`src/rtl/spram_ctrl_if.sv`:
```
// Client-side bus of spram_ctrl: command handshake, write beat stream and read beat stream.
// The client is the master; spram_ctrl is the slave.
interface spram_ctrl_if #(
    parameter int unsigned WD = 8,
    parameter int unsigned AD = 4
);
    logic          cmd_valid;
    logic          cmd_ready;
    logic          cmd_wr;
    logic [AD-1:0] cmd_addr;
    logic [AD-1:0] cmd_len;
    logic          wr_valid;
    logic          wr_ready;
    logic [WD-1:0] wr_data;
    logic          rd_valid;
    logic [WD-1:0] rd_data;
    logic          rd_last;
    logic          done;

    modport master (
        output cmd_valid, cmd_wr, cmd_addr, cmd_len, wr_valid, wr_data,
        input  cmd_ready, wr_ready, rd_valid, rd_data, rd_last, done
    );

    modport slave (
        input  cmd_valid, cmd_wr, cmd_addr, cmd_len, wr_valid, wr_data,
        output cmd_ready, wr_ready, rd_valid, rd_data, rd_last, done
    );
endinterface

```
`src/rtl/spram_ctrl.sv`:
```
// Burst master for a single-port SRAM with registered read data; wrapping auto-increment address.
// Optional SPRAM_CTRL_INIT_EN: after reset, zero-fill the whole SRAM before accepting commands.
module spram_ctrl #(
    parameter int unsigned WD = 8,
    parameter int unsigned AD = 4
) (
    input  logic          clk,
    input  logic          rst,
    spram_ctrl_if.slave   bus,
    output logic          mem_cs_n_o,
    output logic          mem_w_r_n_o,
    output logic [AD-1:0] mem_addr_o,
    output logic [WD-1:0] mem_din_o,
    input  logic [WD-1:0] mem_dout_i
);

    typedef enum logic [2:0] {
        StIdle,
        StWrite,
        StRead,
        StDrain
`ifdef SPRAM_CTRL_INIT_EN
        , StInit
`endif
    } state_e;

    state_e        state_q;
    logic [AD-1:0] cur_q;
    logic [AD-1:0] rem_q;
    logic [1:0]    rd_vld_q;
    logic [1:0]    rd_lst_q;
    logic          done_q;
    logic          cs_n_q;
    logic          w_r_n_q;
    logic [AD-1:0] addr_q;
    logic [WD-1:0] din_q;
`ifdef SPRAM_CTRL_INIT_EN
    logic          init_q;
`endif

    always_ff @(posedge clk or posedge rst) begin
        if (rst) begin
`ifdef SPRAM_CTRL_INIT_EN
            state_q <= StInit;
            rem_q   <= '1;
            init_q  <= 1'b1;
`else
            state_q <= StIdle;
            rem_q   <= '0;
`endif
            cur_q    <= '0;
            rd_vld_q <= '0;
            rd_lst_q <= '0;
            done_q   <= 1'b0;
            cs_n_q   <= 1'b1;
            w_r_n_q  <= 1'b0;
            addr_q   <= '0;
            din_q    <= '0;
        end else begin
            cs_n_q   <= 1'b1;
            done_q   <= 1'b0;
            rd_vld_q <= {rd_vld_q[0], 1'b0};
            rd_lst_q <= {rd_lst_q[0], 1'b0};
            unique case (state_q)
                StIdle: begin
                    if (bus.cmd_valid) begin
                        cur_q   <= bus.cmd_addr;
                        rem_q   <= bus.cmd_len;
                        state_q <= bus.cmd_wr ? StWrite : StRead;
                    end
                end
                StWrite: begin
                    if (bus.wr_valid) begin
                        cs_n_q  <= 1'b0;
                        w_r_n_q <= 1'b1;
                        addr_q  <= cur_q;
                        din_q   <= bus.wr_data;
                        cur_q   <= cur_q + 1'b1;
                        if (rem_q == '0) state_q <= StDrain;
                        else             rem_q   <= rem_q - 1'b1;
                    end
                end
                StRead: begin
                    cs_n_q   <= 1'b0;
                    w_r_n_q  <= 1'b0;
                    addr_q   <= cur_q;
                    cur_q    <= cur_q + 1'b1;
                    // Issue flags ride two stages to line up with the SRAM's registered output.
                    rd_vld_q <= {rd_vld_q[0], 1'b1};
                    rd_lst_q <= {rd_lst_q[0], rem_q == '0};
                    if (rem_q == '0) state_q <= StDrain;
                    else             rem_q   <= rem_q - 1'b1;
                end
                StDrain: begin
                    state_q <= StIdle;
`ifdef SPRAM_CTRL_INIT_EN
                    done_q  <= ~init_q;
                    init_q  <= 1'b0;
`else
                    done_q  <= 1'b1;
`endif
                end
`ifdef SPRAM_CTRL_INIT_EN
                StInit: begin
                    cs_n_q  <= 1'b0;
                    w_r_n_q <= 1'b1;
                    addr_q  <= cur_q;
                    din_q   <= '0;
                    cur_q   <= cur_q + 1'b1;
                    if (rem_q == '0) state_q <= StDrain;
                    else             rem_q   <= rem_q - 1'b1;
                end
`endif
                default: state_q <= StIdle;
            endcase
        end
    end

    assign bus.cmd_ready = (state_q == StIdle);
    assign bus.wr_ready  = (state_q == StWrite);
    assign bus.rd_valid  = rd_vld_q[1];
    assign bus.rd_last   = rd_lst_q[1];
    assign bus.rd_data   = mem_dout_i;
    assign bus.done      = done_q;

    assign mem_cs_n_o  = cs_n_q;
    assign mem_w_r_n_o = w_r_n_q;
    assign mem_addr_o  = addr_q;
    assign mem_din_o   = din_q;

endmodule
```
`src/flat_wrapper.sv`:
```
// flat-port wrapper written by rule: the top's interface ports become plain ports
module spram_ctrl_flat 
#(
    parameter int unsigned WD = 8,
    parameter int unsigned AD = 4
)
  (clk, rst, mem_cs_n_o, mem_w_r_n_o, mem_addr_o, mem_din_o, mem_dout_i, bus_cmd_valid, bus_cmd_wr, bus_cmd_addr, bus_cmd_len, bus_wr_valid, bus_wr_data, bus_cmd_ready, bus_wr_ready, bus_rd_valid, bus_rd_data, bus_rd_last, bus_done);
  spram_ctrl_if #(.WD(WD), .AD(AD)) bus_i ();
  input  logic clk;
  input  logic rst;
  output logic mem_cs_n_o;
  output logic mem_w_r_n_o;
  output logic [AD-1:0] mem_addr_o;
  output logic [WD-1:0] mem_din_o;
  input  logic [WD-1:0] mem_dout_i;
  input wire logic [$bits(bus_i.cmd_valid)-1:0] bus_cmd_valid;
  input wire logic [$bits(bus_i.cmd_wr)-1:0] bus_cmd_wr;
  input wire logic [$bits(bus_i.cmd_addr)-1:0] bus_cmd_addr;
  input wire logic [$bits(bus_i.cmd_len)-1:0] bus_cmd_len;
  input wire logic [$bits(bus_i.wr_valid)-1:0] bus_wr_valid;
  input wire logic [$bits(bus_i.wr_data)-1:0] bus_wr_data;
  output wire logic [$bits(bus_i.cmd_ready)-1:0] bus_cmd_ready;
  output wire logic [$bits(bus_i.wr_ready)-1:0] bus_wr_ready;
  output wire logic [$bits(bus_i.rd_valid)-1:0] bus_rd_valid;
  output wire logic [$bits(bus_i.rd_data)-1:0] bus_rd_data;
  output wire logic [$bits(bus_i.rd_last)-1:0] bus_rd_last;
  output wire logic [$bits(bus_i.done)-1:0] bus_done;
  assign bus_i.cmd_valid = bus_cmd_valid;
  assign bus_i.cmd_wr = bus_cmd_wr;
  assign bus_i.cmd_addr = bus_cmd_addr;
  assign bus_i.cmd_len = bus_cmd_len;
  assign bus_i.wr_valid = bus_wr_valid;
  assign bus_i.wr_data = bus_wr_data;
  assign bus_cmd_ready = bus_i.cmd_ready;
  assign bus_wr_ready = bus_i.wr_ready;
  assign bus_rd_valid = bus_i.rd_valid;
  assign bus_rd_data = bus_i.rd_data;
  assign bus_rd_last = bus_i.rd_last;
  assign bus_done = bus_i.done;
  spram_ctrl #(.WD(WD), .AD(AD)) u_core (.clk(clk), .rst(rst), .bus(bus_i), .mem_cs_n_o(mem_cs_n_o), .mem_w_r_n_o(mem_w_r_n_o), .mem_addr_o(mem_addr_o), .mem_din_o(mem_din_o), .mem_dout_i(mem_dout_i));
endmodule
```
`config.mk`:
```
export PLATFORM = sky130hd
export DESIGN_NAME = spram_ctrl_flat
export DESIGN_NICKNAME = d
export VERILOG_FILES = /design/src/rtl/spram_ctrl_if.sv /design/src/rtl/spram_ctrl.sv /design/src/flat_wrapper.sv
export SDC_FILE = /design/constraint.sdc
export NUM_CORES = 1
export LEC_CHECK = 0
export CORE_MARGIN = 4
export CORE_UTILIZATION = 44
export DETAILED_ROUTE_END_ITERATION = 8
export PLACE_DENSITY = 0.82
export REMOVE_ABC_BUFFERS = 1
export SYNTH_ARGS = -nofsm -noshare
export SYNTH_HDL_FRONTEND = slang
export SYNTH_SLANG_ARGS = --single-unit
export TNS_END_PERCENT = 20
```
`constraint.sdc`:
```
create_clock -name clk -period 2.2 [get_ports clk]
set_clock_uncertainty 0.1 [all_clocks]
set_input_delay 0.44 -clock clk [delete_from_list [all_inputs] [get_ports clk]]
set_output_delay 0.44 -clock clk [all_outputs]
set_load 0.05 [all_outputs]
```
==> results of run 1 <==
routing by layer:
layer  wire [um]  global-route usage  vias up  share of wire
met1        1270               0.179      517           0.41
met4          48              0.0635        0          0.015
met5           0                   0        -              0
met2        1590               0.263       40           0.51
li1            -                   -      532              -
met3         218              0.0714        4          0.070
state kept, by name (all words and copies together) (netlist names):
| signal | count |
|---|---|
| u_core.cur_q | 4 |
| u_core.mem_din_o | 8 |
| u_core.mem_w_r_n_o | 1 |
| u_core.rem_q | 4 |
| u_core.rd_lst_q | 2 |
| u_core.bus.done | 1 |
| u_core.state_q | 2 |
| u_core.mem_addr_o | 4 |
| u_core.mem_cs_n_o | 1 |
| u_core.rd_vld_q | 2 |
cell type report:
cell class                      count  area (sq um)  share of cell area
Clock buffer                        8          58.8              0.0295
Tap cell                           44          55.1              0.0276
Sequential cell                    29           727               0.364
Multi-Input combinational cell     76           652               0.327
Timing Repair Buffer               47           468               0.235
Inverter                            9          33.8              0.0169
through the flow:
stage | utilization | power, mW | setup WS [ns]
final | 0.633 | 3.28 | 0.138
after global routing | 0.633 | 3.50 | 0.0271
after CTS | 0.633 | 3.31 | 0.127
after detailed placement | 0.614 | 2.97 | 0.0996
after global placement | 0.614 | 2.90 | 0.112
after floorplan | - | 2.29 | -0.120
worst reg2reg max path, cell delays in order, from the launching register on:
cell     delay [ns]
dfrtp_1        0.41
inv_1          0.11
ha_1           0.35
nor4b_2        0.27
or4b_1         0.49
and4b_1        0.22
worst max path at each step:
stage	slack [ns]	end	startpoint
floorplan	-0.12	u_core.cur_q[1]$_DFFE_PP0P_	u_core.state_q[1]$_DFFE_PP0P_
global placement	0.11	u_core.cur_q[1]$_DFFE_PP0P_	bus_cmd_valid
detailed placement	0.1	u_core.cur_q[1]$_DFFE_PP0P_	bus_cmd_valid
CTS	0.13	u_core.rem_q[3]$_DFFE_PP0P_	u_core.state_q[0]$_DFFE_PP0P_
global route	0.03	u_core.rem_q[3]$_DFFE_PP0P_	u_core.state_q[0]$_DFFE_PP0P_
finish	0.14	u_core.rem_q[3]$_DFFE_PP0P_	u_core.state_q[0]$_DFFE_PP0P_
kinds of logic after synthesis:
logic type | after synthesis | synth area share
multiplexers | 16 | 0.121
AND/OR/NAND/NOR | 29 | 0.131
flip-flops | 29 | 0.485
AO/OA/AOI/OAI | 23 | 0.116
adder cells (fa/ha/maj) | 8 | 0.0668
buffers and inverters | 21 | 0.0794
synth_stat cells, drive strengths merged (2+ instances only):
cell | number | area, sq um
o22a | 2 | 17.5
nand2 | 6 | 22.5
buf | 12 | 85.1
o41ai | 2 | 17.5
mux2i | 2 | 20.0
dfrtp | 28 | 701
o22ai | 4 | 25.0
nand3b | 2 | 15.0
nor2b | 4 | 25.0
ha | 8 | 100
and4b | 2 | 20.0
a21oi | 3 | 15.0
nand2b | 2 | 12.5
inv | 9 | 33.8
a2bb2oi | 2 | 17.5
o31ai | 3 | 22.5
nor2 | 2 | 7.51
nor3b | 2 | 20.0
mux2 | 14 | 161
report_power, final:
part	switching, mW	internal (mW)
Combinational	1.14	0.863
Sequential	0.166	0.782
Clock	0.167	0.157
Total	1.48	1.80
==> flow_metrics.tcl, run 1 <==
set metrics [dict create \
    vias 1093 \
    reg2reg_setup_slack_ns 0.14 \
    grt_pass1_wl_mm 5.24 \
    cpMaxStageDelayCell "or4b_1" \
    max_slew_margin 0.659 \
    diodes 0 \
    num-fill-cells 275 \
    grt_max_degree 30 \
    fp.coreArea_sq_um 3150 \
    ys_types 41 \
    setup_violations 0 \
    hold_viol_final 0 \
    worstMarginPinSlew_ns 0.510 \
    worstPathMaxFanout 4 \
    gr-usage-all-layers 0.160 \
    p_leak_nw 0.880 \
    initial_core_util 0.475 \
    cp.arrival_ns 2.17 \
    h-tree-depth 2 \
    slew_violations 0 \
    areaGrowthSynthToFinish_pct 33.2 \
    crit_cells 5 \
    place.gp.congestion 0.880 \
    async_flop_share 1.00 \
    yosysSeqAreaShare 0.485 \
    critPathKind "reg -> reg" \
    final_area_sq_um 1990 \
    synth_flop_cell "dfrtp_1" \
    worstSkewPairLatency_ns 0.32 \
    drt_first_pass_iters 4 \
    vias_per_cell 5.13 \
    post-cts-setup-buffers 0 \
    cp_top_family "simple AND/OR/NAND/NOR gates" \
    r2r_cells 5 \
    final_cell_mix "36 x clkdlybuf4s50_1, 28 x dfrtp_1, 13 x mux2_2, 9 x inv_1, 9 x buf_4" \
    grt_setup_unrepaired "no" \
    syn-instance-count 126 \
    nets 205 \
    cts_tree "built" \
    die_x_um 66.3 \
    grt.overflow.total 0 \
    cts_buffer_depth 2 \
    syn-cell-area_sq_um 1500 \
    cp_data_required_time_ns 2.31 \
    drt_iter0_drc 34 \
    drc 0 \
    yosys_warnings 0 \
    peakVddDrop_uv 787 \
    wirelength_mm 3.13 \
    layout_commonest_cell "clkdlybuf4s50_1" \
    grt_pass1_vias 1130 \
    status "complete, no violations" \
    min_path_cells 0 \
    drive_above_1_share 0.213 \
    cts-root-buf "clkbuf_4" \
    fin_crit_sh 0.937 \
    row_count 20 \
    crit_buf_inv 1 \
    drv_cap 0 \
    max_freq_mhz 485 \
    holdBufCountCts 0 \
    cts.sinks 29 \
    detail-route-antenna-nets 0 \
    post-dp-hpwl_mm 2.45 \
    path_clk_slew_ns 0.09 \
    end_kind "register" \
    synth_edf_count 0 \
    dp_cells 205 \
    antenna_found_initial 0 \
    crit_path_start_kind "register" \
    fp.dieArea_sq_um 4400 \
    post_dp_cell_area_sq_um 1940 \
    hold_start "u_core.rd_lst_q[0]$_DFF_PP0_" \
    slowest_delay_ns 0.49 \
    cts_buffers 5 \
    post_drt_wl_per_cell_um 14.7 \
    instances_no_fill 213 \
    crit_chain "inv_1 -> ha_1 -> nor4b_2 -> or4b_1 -> and4b_1" \
    r2r-start "u_core.state_q[0]$_DFFE_PP0P_" \
    fin_crit_ns 2.06 \
    timing.setup.tns_ns 0 \
    cts_resized 0 \
    rr_endpoint "u_core.rem_q[3]$_DFFE_PP0P_" \
    whs_endpoint "u_core.rd_lst_q[1]$_DFF_PP0_" \
    die_h_um 66.3 \
    synth_seq_cells 29 \
    worstHoldPathType "reg -> reg" \
    io_pins 56 \
    syn_area_per_cell_sq_um 11.9 \
    powerDensity_nw_per_um2 1640 \
    whs_ns 0.259 \
    port_buffers 39 \
]
Note: power is estimated with default switching activity, not from simulation.
==> run 2: changes to the inputs <==
--- a/config.mk
+++ b/config.mk
@@ -9,7 +9,7 @@
 export CORE_UTILIZATION = 44
 export DETAILED_ROUTE_END_ITERATION = 8
 export PLACE_DENSITY = 0.82
-export REMOVE_ABC_BUFFERS = 1
+export SLEW_MARGIN = 20
 export SYNTH_ARGS = -nofsm -noshare
 export SYNTH_HDL_FRONTEND = slang
 export SYNTH_SLANG_ARGS = --single-unit
==> run 2 against run 1 <==
First-iteration DRC count increased by 21%; die area unchanged; maximum frequency increased by 0.15%; largest cell class unchanged; largest power group unchanged.
==> flow_metrics.tcl, run 2 (synthesized netlist as in run 1, its figures left out) <==
set metrics [dict create \
    cp_top_family "buffers and inverters" \
    drt_first_pass_iters 4 \
    path_clk_slew_ns 0.10 \
    drc 0 \
    p_leak_nw 0.873 \
    worstMarginPinSlew_ns 0.513 \
    timing.setup.tns_ns 0 \
    crit_cells 1 \
    gr-usage-all-layers 0.159 \
    fp.coreArea_sq_um 3150 \
    diodes 0 \
    post_drt_wl_per_cell_um 14.3 \
    min_path_cells 0 \
    h-tree-depth 2 \
    drt_iter0_drc 41 \
    port_buffers 39 \
    io_pins 56 \
    slew_violations 0 \
    post-dp-hpwl_mm 2.39 \
    cts_buffers 5 \
    r2r-start "u_core.state_q[0]$_DFFE_PP0P_" \
    vias 1126 \
    instances_no_fill 212 \
    hold_viol_final 0 \
    slowest_delay_ns 0.82 \
    worstSkewPairLatency_ns 0.32 \
    vias_per_cell 5.31 \
    cts-root-buf "clkbuf_4" \
    dp_cells 204 \
    setup_violations 0 \
    die_x_um 66.3 \
    holdBufCountCts 0 \
    fin_crit_ns 2.06 \
    reg2reg_setup_slack_ns 0.17 \
    grt_setup_unrepaired "no" \
    areaGrowthSynthToFinish_pct 32.8 \
    die_h_um 66.3 \
    r2r_cells 5 \
    status "complete, no violations" \
    end_kind "output port" \
    wirelength_mm 3.04 \
    powerDensity_nw_per_um2 1660 \
    drv_cap 0 \
    final_cell_mix "36 x clkdlybuf4s50_1, 28 x dfrtp_1, 13 x mux2_2, 9 x inv_1, 8 x buf_4" \
    syn_nets 163 \
    cts_buffer_depth 2 \
    cp_data_required_time_ns 1.66 \
    fp.dieArea_sq_um 4400 \
    worstHoldPathType "reg -> reg" \
    grt_pass1_vias 1170 \
    detail-route-antenna-nets 0 \
    critPathCapture "mem_w_r_n_o" \
    max_slew_margin 0.657 \
    worstPathMaxFanout 2 \
    peakVddDrop_uv 710 \
    place.gp.congestion 0.885 \
    cp.arrival_ns 1.52 \
    antenna_found_initial 0 \
    layout_commonest_cell "clkdlybuf4s50_1" \
    max_freq_mhz 486 \
    crit_chain "clkdlybuf4s50_1" \
    cpMaxStageDelayCell "clkdlybuf4s50_1" \
    post-cts-setup-buffers 0 \
    cts_tree "built" \
    grt_max_degree 30 \
    largest_reg_flops 8 \
    critPathKind "reg -> out" \
    crit_buf_inv 1 \
    row_count 20 \
    startpoint "u_core.mem_w_r_n_o$_DFFE_PP0P_" \
    initial_core_util 0.475 \
    rr_endpoint "u_core.rem_q[3]$_DFFE_PP0P_" \
    grt_pass1_wl_mm 5.25 \
    crit_path_start_kind "register" \
    cts.sinks 29 \
    nets 204 \
    fin_crit_sh 0.936 \
    cts_resized 0 \
    drive_above_1_share 0.214 \
    grt.overflow.total 0 \
]
[run 2: changes by cell type in the layout (fill, tap and decap cells not counted), sizes merged]
cell / before / now
buf: 11 / 10
[run 2: layout make-up]
class	count	area, sq um
clock buffer	8	58.8
fill	244	1160
inverter	9	33.8
multi-input combinational	76	654
sequential	29	727
tap	44	55.1
timing repair buffer	46	460
[run 2: worst min-delay path by stage]
stage / from / to / slack (ns)
after CTS: u_core.rd_lst_q[0]$_DFF_PP0_ / u_core.rd_lst_q[1]$_DFF_PP0_ / 0.27
after floorplan: u_core.rd_lst_q[0]$_DFF_PP0_ / u_core.rd_lst_q[1]$_DFF_PP0_ / 0.23
after global routing: u_core.rd_vld_q[0]$_DFF_PP0_ / u_core.rd_vld_q[1]$_DFF_PP0_ / 0.28
after global placement: u_core.rd_lst_q[0]$_DFF_PP0_ / u_core.rd_lst_q[1]$_DFF_PP0_ / 0.23
final: u_core.rd_lst_q[0]$_DFF_PP0_ / u_core.rd_lst_q[1]$_DFF_PP0_ / 0.26
after detailed placement: u_core.rd_lst_q[0]$_DFF_PP0_ / u_core.rd_lst_q[1]$_DFF_PP0_ / 0.25
[run 2: through the flow]
stage          utilization  hold slack [ns]  power [mW]  worst slack [ns]  instance area, sq um
3_5_place_dp         0.612            0.249        2.98            0.0312                  1930
3_3_place_gp         0.612            0.234        2.91            0.0645                  1930
4_1_cts              0.631            0.267        3.32             0.119                  1990
2_1_floorplan            -            0.231        2.37            0.0832                  1500
6_report             0.631            0.261        3.29             0.141                  1990
5_1_grt              0.631            0.277        3.51            0.0308                  1990
[run 2: power breakdown]
part           total (mW)  switching (mW)  internal, mW  leakage [nW]
Combinational        2.02            1.14         0.876         0.489
Sequential          0.947           0.165         0.782         0.351
Clock               0.331           0.174         0.157        0.0326
Total                3.29            1.48          1.82         0.873
[run 2: per-layer routing]
layer,part of all wire,GRT usage,vias up
li1,-,-,532
met1,0.40,0.171,546
met2,0.52,0.278,36
met3,0.059,0.0527,12
met4,0.023,0.0787,0
met5,0,0,-
